--- src/rtl/screen_ctrl.sv ---
// screen_ctrl
// Frame-synchronous screen sequencer for the DeathRace video path. It runs the
// title -> countdown -> game -> game-over loop. Every state change, and so every
// change of the one-hot screen selects, lands on a frame tick inside vertical blank.
//
// Optional feature: define SCREEN_CTRL_ATTRACT_EN to add the attract-mode DEMO
// state. Without it, frame_cnt holds 0 in TITLE and demo is tied to 0.
//
// Ports
//   pclk            pixel clock
//   rst_n           asynchronous active-low reset
//   vblnk           vertical blank, synchronous to pclk
//   start_btn       raw asynchronous start button, active-high
//   game_over       one-cycle game-over pulse from game logic
//   TitleScreen_sel selects the title screen (one-hot with GameScreen_sel)
//   GameScreen_sel  selects the game screen
//   game_rst_n      active-low hold-in-reset for game logic
//   game_en         enables game motion and physics
//   demo            attract demo active (game logic uses AI input)
//   state           TITLE=0, COUNTDOWN=1, GAME=2, OVER=3, DEMO=4
//   frame_cnt       frames elapsed in the current state, saturating
module screen_ctrl #(
  parameter int START_FRAMES = 180,
  parameter int OVER_FRAMES  = 300,
  parameter int IDLE_FRAMES  = 1800,
  parameter int DEMO_FRAMES  = 900,
  parameter int CNT_W        = 12
) (
  input  logic             pclk,
  input  logic             rst_n,
  input  logic             vblnk,
  input  logic             start_btn,
  input  logic             game_over,
  output logic             TitleScreen_sel,
  output logic             GameScreen_sel,
  output logic             game_rst_n,
  output logic             game_en,
  output logic             demo,
  output logic [2:0]       state,
  output logic [CNT_W-1:0] frame_cnt
);

  typedef enum logic [2:0] {
    S_TITLE     = 3'd0,
    S_COUNTDOWN = 3'd1,
    S_GAME      = 3'd2,
    S_OVER      = 3'd3,
    S_DEMO      = 3'd4
  } state_t;

  // Terminal count for a frame parameter; 0 behaves like 1 (leave on first tick).
  function automatic logic [CNT_W-1:0] last_of(input int frames);
    if (frames <= 1) return '0;
    return CNT_W'(frames - 1);
  endfunction

  // Saturating increment: the counter sticks at all-ones instead of wrapping.
  function automatic logic [CNT_W-1:0] sat_inc(input logic [CNT_W-1:0] v);
    return (&v) ? v : v + CNT_W'(1);
  endfunction

  localparam logic [CNT_W-1:0] START_LAST = last_of(START_FRAMES);
  localparam logic [CNT_W-1:0] OVER_LAST  = last_of(OVER_FRAMES);
`ifdef SCREEN_CTRL_ATTRACT_EN
  localparam logic [CNT_W-1:0] IDLE_LAST  = last_of(IDLE_FRAMES);
  localparam logic [CNT_W-1:0] DEMO_LAST  = last_of(DEMO_FRAMES);
`endif

  // Elaboration-time range check: every frame parameter must fit the counter.
  if (START_FRAMES >= (1 << CNT_W) || OVER_FRAMES >= (1 << CNT_W) ||
      IDLE_FRAMES  >= (1 << CNT_W) || DEMO_FRAMES >= (1 << CNT_W)) begin : g_param_check
    $error("screen_ctrl: frame parameter does not fit in CNT_W bits");
  end

  logic   btn_meta, btn_sync, btn_sync_d, btn_rise;
  logic   vblnk_low_d, tick;
  logic   start_req, over_req;
  state_t state_q, state_d;
  logic [CNT_W-1:0] cnt_d;

  // Input stage: button synchronizer/edge detect, vblank rise tick, sticky requests.
  // vblnk_low_d resets to 0, so a vblnk held high through reset release must
  // first be seen low before it can tick.
  always_ff @(posedge pclk or negedge rst_n) begin
    if (!rst_n) begin
      btn_meta    <= 1'b0;
      btn_sync    <= 1'b0;
      btn_sync_d  <= 1'b0;
      btn_rise    <= 1'b0;
      vblnk_low_d <= 1'b0;
      tick        <= 1'b0;
      start_req   <= 1'b0;
      over_req    <= 1'b0;
    end else begin
      btn_meta    <= start_btn;
      btn_sync    <= btn_meta;
      btn_sync_d  <= btn_sync;
      btn_rise    <= btn_sync & ~btn_sync_d;
      vblnk_low_d <= ~vblnk;
      tick        <= vblnk & vblnk_low_d;
      // A new request in the tick cycle wins over the clear, so it is not lost.
      if (btn_rise)       start_req <= 1'b1;
      else if (tick)      start_req <= 1'b0;
      if (game_over)      over_req  <= 1'b1;
      else if (tick)      over_req  <= 1'b0;
    end
  end

  // Next-state logic: all transitions and count updates are gated by tick,
  // except recovery from an undefined encoding.
  always_comb begin
    state_d = state_q;
    cnt_d   = frame_cnt;
    case (state_q)
      S_TITLE: begin
        if (tick) begin
          if (start_req) state_d = S_COUNTDOWN;
`ifdef SCREEN_CTRL_ATTRACT_EN
          else if (frame_cnt >= IDLE_LAST) state_d = S_DEMO;
          else cnt_d = sat_inc(frame_cnt);
`endif
        end
      end
      S_COUNTDOWN: begin
        if (tick) begin
          if (frame_cnt >= START_LAST) state_d = S_GAME;
          else cnt_d = sat_inc(frame_cnt);
        end
      end
      S_GAME: begin
        if (tick) begin
          if (over_req) state_d = S_OVER;
          else cnt_d = sat_inc(frame_cnt);
        end
      end
      S_OVER: begin
        if (tick) begin
          if (frame_cnt >= OVER_LAST) state_d = S_TITLE;
          else cnt_d = sat_inc(frame_cnt);
        end
      end
`ifdef SCREEN_CTRL_ATTRACT_EN
      S_DEMO: begin
        if (tick) begin
          if (start_req || over_req || frame_cnt >= DEMO_LAST) state_d = S_TITLE;
          else cnt_d = sat_inc(frame_cnt);
        end
      end
`endif
      default: state_d = S_TITLE;
    endcase
    if (state_d != state_q) cnt_d = '0;
  end

  // State/output stage: outputs decode state_d so they switch on the same edge as state.
  always_ff @(posedge pclk or negedge rst_n) begin
    if (!rst_n) begin
      state_q         <= S_TITLE;
      frame_cnt       <= '0;
      TitleScreen_sel <= 1'b1;
      GameScreen_sel  <= 1'b0;
      game_rst_n      <= 1'b0;
      game_en         <= 1'b0;
      demo            <= 1'b0;
    end else begin
      state_q         <= state_d;
      frame_cnt       <= cnt_d;
      TitleScreen_sel <= (state_d == S_TITLE);
      GameScreen_sel  <= (state_d != S_TITLE);
      game_rst_n      <= (state_d != S_TITLE);
      game_en         <= (state_d == S_GAME) || (state_d == S_DEMO);
`ifdef SCREEN_CTRL_ATTRACT_EN
      demo            <= (state_d == S_DEMO);
`else
      demo            <= 1'b0;
`endif
    end
  end

  assign state = state_q;

endmodule

--- config.mk ---
export PLATFORM = sky130hd
export DESIGN_NAME = screen_ctrl
export DESIGN_NICKNAME = d
export VERILOG_FILES = /design/src/rtl/screen_ctrl.sv
export SDC_FILE = /design/constraint.sdc
export NUM_CORES = 1
export LEC_CHECK = 0
export BUFFER_PORTS_ARGS = -buffer_cell sky130_fd_sc_hd__buf_2
export CORE_UTILIZATION = 30
export CTS_CLUSTER_SIZE = 25
export DETAILED_ROUTE_END_ITERATION = 7
export SLEW_MARGIN = 20
export SYNTH_ARGS = -nofsm -noshare
export SYNTH_HDL_FRONTEND = slang
export SYNTH_SLANG_ARGS = --single-unit
--- constraint.sdc ---
create_clock -name pclk -period 4.2 [get_ports pclk]
set_input_delay 0.42 -clock pclk [delete_from_list [all_inputs] [get_ports pclk]]
set_output_delay 0.42 -clock pclk [all_outputs]
set_load 0.1 [all_outputs]
; After elaboration in Yosys (flattened, before gate mapping)
; Index checks and enable logic that the tools add are counted.
[op_classes]
muxes = 21
addsub = 1
n_reduce_logical = 9
eq_ne = 12
order_cmp = 2
n_bitwise = 4
[ops]
columns = operator, n
row1 = two-way mux 12 bit, 8
row2 = case mux 12 bit (3 select lines), 1
row3 = two-way mux 3 bit, 8
row4 = "inequality test 3 bit, second input constant", 6
row5 = "adder 12 x 1 -> 12 bit, second input constant", 1
row6 = "greater-or-equal comparator 12 x 8 -> 1 bit, second input constant", 1
row7 = "greater-or-equal comparator 12 x 9 -> 1 bit, second input constant", 1
row8 = case mux 3 bit (4 select lines), 1
row9 = AND reduction 12 bit, 1
row10 = "== test 3 x 2 -> 1 bit, second input constant", 3
row11 = AND reduction 7 bit, 1
row12 = logical NOT 3 bit, 2
row13 = nonzero test 2 bit, 2
row14 = nonzero test 4 bit, 1
row15 = "== test 3 x 1 -> 1 bit, second input constant", 1
row16 = "== test 3 bit, second input constant", 1
row17 = two-way mux 1 bit, 3
row18 = inequality test 3 bit, 1
row19 = nonzero test 3 bit, 1
row20 = bitwise AND 1 bit, 2
row21 = inverter 1 bit, 2
row22 = logical OR 1 bit, 1
[totals]
regBits = 26
wordCells = 62
out_inout_bits = 20
in_bits = 5

; Depth between registers and ports, before layout
[depth]
depth_word = 7
mapped_depth = 8
mapped_depth_nobuf = 7

; Least setup slack after synthesis
; OpenSTA, ideal clock, no wires.
[synth_timing]
path_kind = reg2reg
startpoint = reg frame_cnt[0]
endpoint = reg frame_cnt[3]
arrival_time_ps = 2736
path_slack_ps = 1395
required_ps = 4131
stages_incl_launch_ff = 9
setup_time_ps = 69
cell_sequence = dfrtp_1 > ha_1 > o21ai_0 > a21o_1 > a21oi_2 > a2111o_1 > buf_2 > or4_1 > nand2_1
[synth_between]
elab_chain_len = 7
word_cells_on_any_way = 27
[synth_lines]
columns = item, line
row1 = from (decl), 40  ; output logic [CNT_W-1:0] frame_cnt
row2 = from (signal assigned), 167  ; frame_cnt <= cnt_d;
row3 = greater-or-equal comparator 12 x 9 -> 1 bit or greater-or-equal comparator 12 x 8 -> 1 bit (tied branches), "138, 126"
row4 = "two-way mux 3 bit, on equally long branches", "138, 126"
row5 = "two-way mux 3 bit, on equally long branches", "137, 125"
row6 = case mux 3 bit (4 select lines), 114  ; case (state_q)
row7 = inequality test 3 bit, 152  ; if (state_d != state_q) cnt_d = '0;
row8 = inequality test 3 bit (no source line) or nonzero test 4 bit (tied branches), n/a
row9 = AND reduction 7 bit (no source line), n/a
; Parallel ways exist; a longest one is shown, timed or not. The select of a mux whose other input is x is not followed.
; A chain may end at the register's enable or synchronous reset.

; Final worst setup path
[layout_timing]
startpoint = reg frame_cnt[0]
endpoint = reg frame_cnt[9]
; The elaborated chain is that of the path after synthesis.

==> results.md <==
* Status: completed
* Commonest non-fill, non-tap cells in the layout: dfrtp_1 (25), buf_2 (23), a21oi_1 (7), nor2_1 (7)
* Clock network power share at 39.0%
* CTS resizes at 0
* Clock Latency Late Sink at 0.27 ns
* Worst hold path type: input port to async pin
* Area of the multi-input gates at 559 um2
* Mux cell area share after synthesis at 1.56%
* Synth Warn # at 0
* RSZ-0062 raised after global routing: false
* Period minus WS final at 2.47 ns
* Buffers and inverters on the worst path at 0
* Max Slew Vio Count at 0
* Most common cell after layout, fill and taps aside: dfrtp_1
* Layout Skew at 0.00581 ns
* Die height at 67.4 um
* Worst path slowest cell: a2111o_1
* Dominant synthesized flop cell: dfrtp_1
* Core area at 4060 um2
* Largest net degree at the start of global routing at 27
* Cell Area, Synth at 1280 um2
* Path depth of the worst reg2reg path at 7
* Simple-gate share of the synthesized area at 18.2%
* VDD IR max at 174 uV
* Setup TNS at 0 ns
* Synth top area share at 48.8%
* CTS buffer count at 3
* I/O pins at 25
* Seq pwr share at 49.7%
* Number of synthesized flops with an enable pin at 0
* Cell area power density at 357 nW/um2
* Leading area contributor after synthesis: dfrtp_1
* Critical Path Sink Type: register
* Switching power at 0.133 mW
* First-pass GRT wire length at 4.27 mm
* CP Data Required Time at 4.41 ns
* XOR/XNOR share of the synthesized area at 2.05%
* Gr ovfl total at 0
* Max cap viols at 0
* Nets at 152
* Top post-synthesis cells by area: dfrtp_1 (49%), a21o_1 (2.9%), o211ai_1 (2.9%), a21oi_1 (2.7%), nand2b_1 (2.4%)
* Post CTS Setup Buffer Count at 0
* Routed length per placed instance at 13.7 um
* Final Hold Fails at 0
* Total GRT Usage at 12.5%
* Initial Util at 31.6%
* Setup violators final at 0
* Final Hold Slack at 0.137 ns
* Post-synthesis cell type count at 40
* Cell family with most CP delay: compound AO/OA/AOI/OAI gates
* Sequential area share after synthesis at 50.9%
* Drt initial violations at 31
* Layout cells sized above 1 at 22.8%
* Critical path fanouts, max at 11
* CTS sink count at 26
* CTS Hold Buffers Added at 0
* Antenna-violating nets left at 0
* Via/cell ratio at 5.15
* Post-synthesis compound-gate area fraction at 20.3%
* Largest family of logic cells by synthesized area: compound AO/OA/AOI/OAI gates
* F_max at 405 MHz
* Final Routed Wirelength at 2.67 mm
* Diode count at 0
* Comb pwr share at 11.2%
* Placer's final routability congestion estimate at 0.881
* Leakage at 0.668 nW
* Slowest stage delay, CP at 0.60 ns
* DP Wirelength at 1.91 mm
* DRC at 0
* H-tree levels at 1
* Clock root buffer: clkbuf_8
* Vias in the first global route at 890
* Post-synthesis register bit count at 26
* Rows at 23
* Adder-Cell Fraction of Synth Area at 0.977%
* Setup slack, reg-to-reg at 1.73 ns
* Largest buffer count on any clock path at 2
* Worst-path clk slew at 0.09 ns
* Max transition margin at 40.3%
* Switch share at 25.1%
* Syn_area_per_cell at 10.3 um2
* Internal power at 0.397 mW
* Post-synth ARST share at 100%
* Area grow syn2layout at 15.7%
* Worst EP arrival at 2.68 ns
* CP Launch Type: register
* RR Endpoint: frame_cnt[9]$_DFFE_PN0P_
* WS Path Type: register to register
* Post-Synthesis Cells at 124
* CP Cell Sequence: ha_1 -> o21ai_0 -> a21o_1 -> a21oi_2 -> a2111o_1 -> or4_1 -> nand2_1
* Via count at 1005
* Fillcell total at 417
* Chip Width at 67.4 um
* Reg2reg start: frame_cnt[0]$_DFFE_PN0P_
* Fin crit share at 58.9%
* Port-buffer cells at 23
* First drt pass iteration count at 4
* Register Area at 652 um2
* Die area at 4540 um2
* CTS tree: built
* Antenna violations before repair at 0
* Slew @ Worst Pin at 0.893 ns
-- cells by family after synthesis --
| family | Yosys count |
|---|---|
| multiplexers | 2 |
| XOR/XNOR | 3 |
| adder cells (fa/ha/maj) | 1 |
| flip-flops | 26 |
| AND/OR/NAND/NOR | 42 |
| buffers and inverters | 13 |
| other | 1 |
| AO/OA/AOI/OAI | 36 |
-- metrics by stage --
step	setup WS, ns	area, um2	cells	util, %	total power, mW
CTS	1.71	1480	195	36.5	0.534
floorplan	1.40	1280	125	-	0.316
global route	1.58	1480	195	36.5	0.547
finish	1.73	1480	195	36.5	0.529
global placement	1.83	1410	191	34.8	0.327
detailed placement	1.72	1410	191	34.8	0.328
-- registers in the layout, summed over array words and instances (netlist names) --
name / cells
vblnk_low_d: 1
over_req: 1
frame_cnt: 12
state: 3
btn_meta: 1
TitleScreen_sel: 1
game_en: 1
btn_rise: 1
btn_sync: 1
tick: 1
start_req: 1
game_rst_n: 1
btn_sync_d: 1
-- metal layers --
metal / routed length, um / track usage, %
met5: 0 / 0
met1: 1310 / 17.5
met2: 1260 / 19.8
met4: 10 / 3.19
met3: 94 / 2.20
-- worst max-delay path by stage --
stage	to	cells past startpoint	start	slack (ns)
CTS	frame_cnt[9]$_DFFE_PN0P_	7	frame_cnt[0]$_DFFE_PN0P_	1.71
floorplan	frame_cnt[3]$_DFFE_PN0P_	8	frame_cnt[0]$_DFFE_PN0P_	1.40
global route	frame_cnt[9]$_DFFE_PN0P_	7	frame_cnt[0]$_DFFE_PN0P_	1.58
detailed placement	frame_cnt[9]$_DFFE_PN0P_	7	frame_cnt[0]$_DFFE_PN0P_	1.72
finish	frame_cnt[9]$_DFFE_PN0P_	7	frame_cnt[0]$_DFFE_PN0P_	1.73
global placement	frame_cnt[9]$_DFFE_PN0P_	7	frame_cnt[0]$_DFFE_PN0P_	1.83
-- cells in the mapped netlist (2+ instances only) --
master	count
a21o_1	5
a21oi_1	7
and2_1	2
buf_2	2
buf_4	2
buf_6	2
dfrtp_1	25
inv_1	6
mux2i_1	2
nand2_1	6
nand2b_1	5
nand3_1	3
nor2_1	7
nor2b_1	2
nor3_1	4
o211a_1	2
o211ai_1	5
o21ai_0	4
o31ai_1	4
or2_2	2
or3_1	3
or4_1	4
xor2_1	3
-- final cells by class --
| cell class | instances | area share, % |
|---|---|---|
| Sequential cell | 26 | 44.0 |
| Timing Repair Buffer | 23 | 7.76 |
| Tap cell | 50 | 4.22 |
| Clock buffer | 3 | 2.78 |
| Clock inverter | 1 | 2.03 |
| Multi-Input combinational cell | 86 | 37.7 |
| Inverter | 6 | 1.52 |
-- power groups by stage --
| stage | clock network, mW | registers [mW] | logic, mW |
|---|---|---|---|
| finish | 0.206 | 0.263 | 0.0594 |
| CTS | 0.210 | 0.263 | 0.0602 |
| floorplan | 0 | 0.290 | 0.0258 |
| detailed placement | 0 | 0.268 | 0.0600 |
| global placement | 0 | 0.268 | 0.0590 |
| global route | 0.219 | 0.265 | 0.0635 |
No activity file was read; power rests on OpenSTA's default activity.
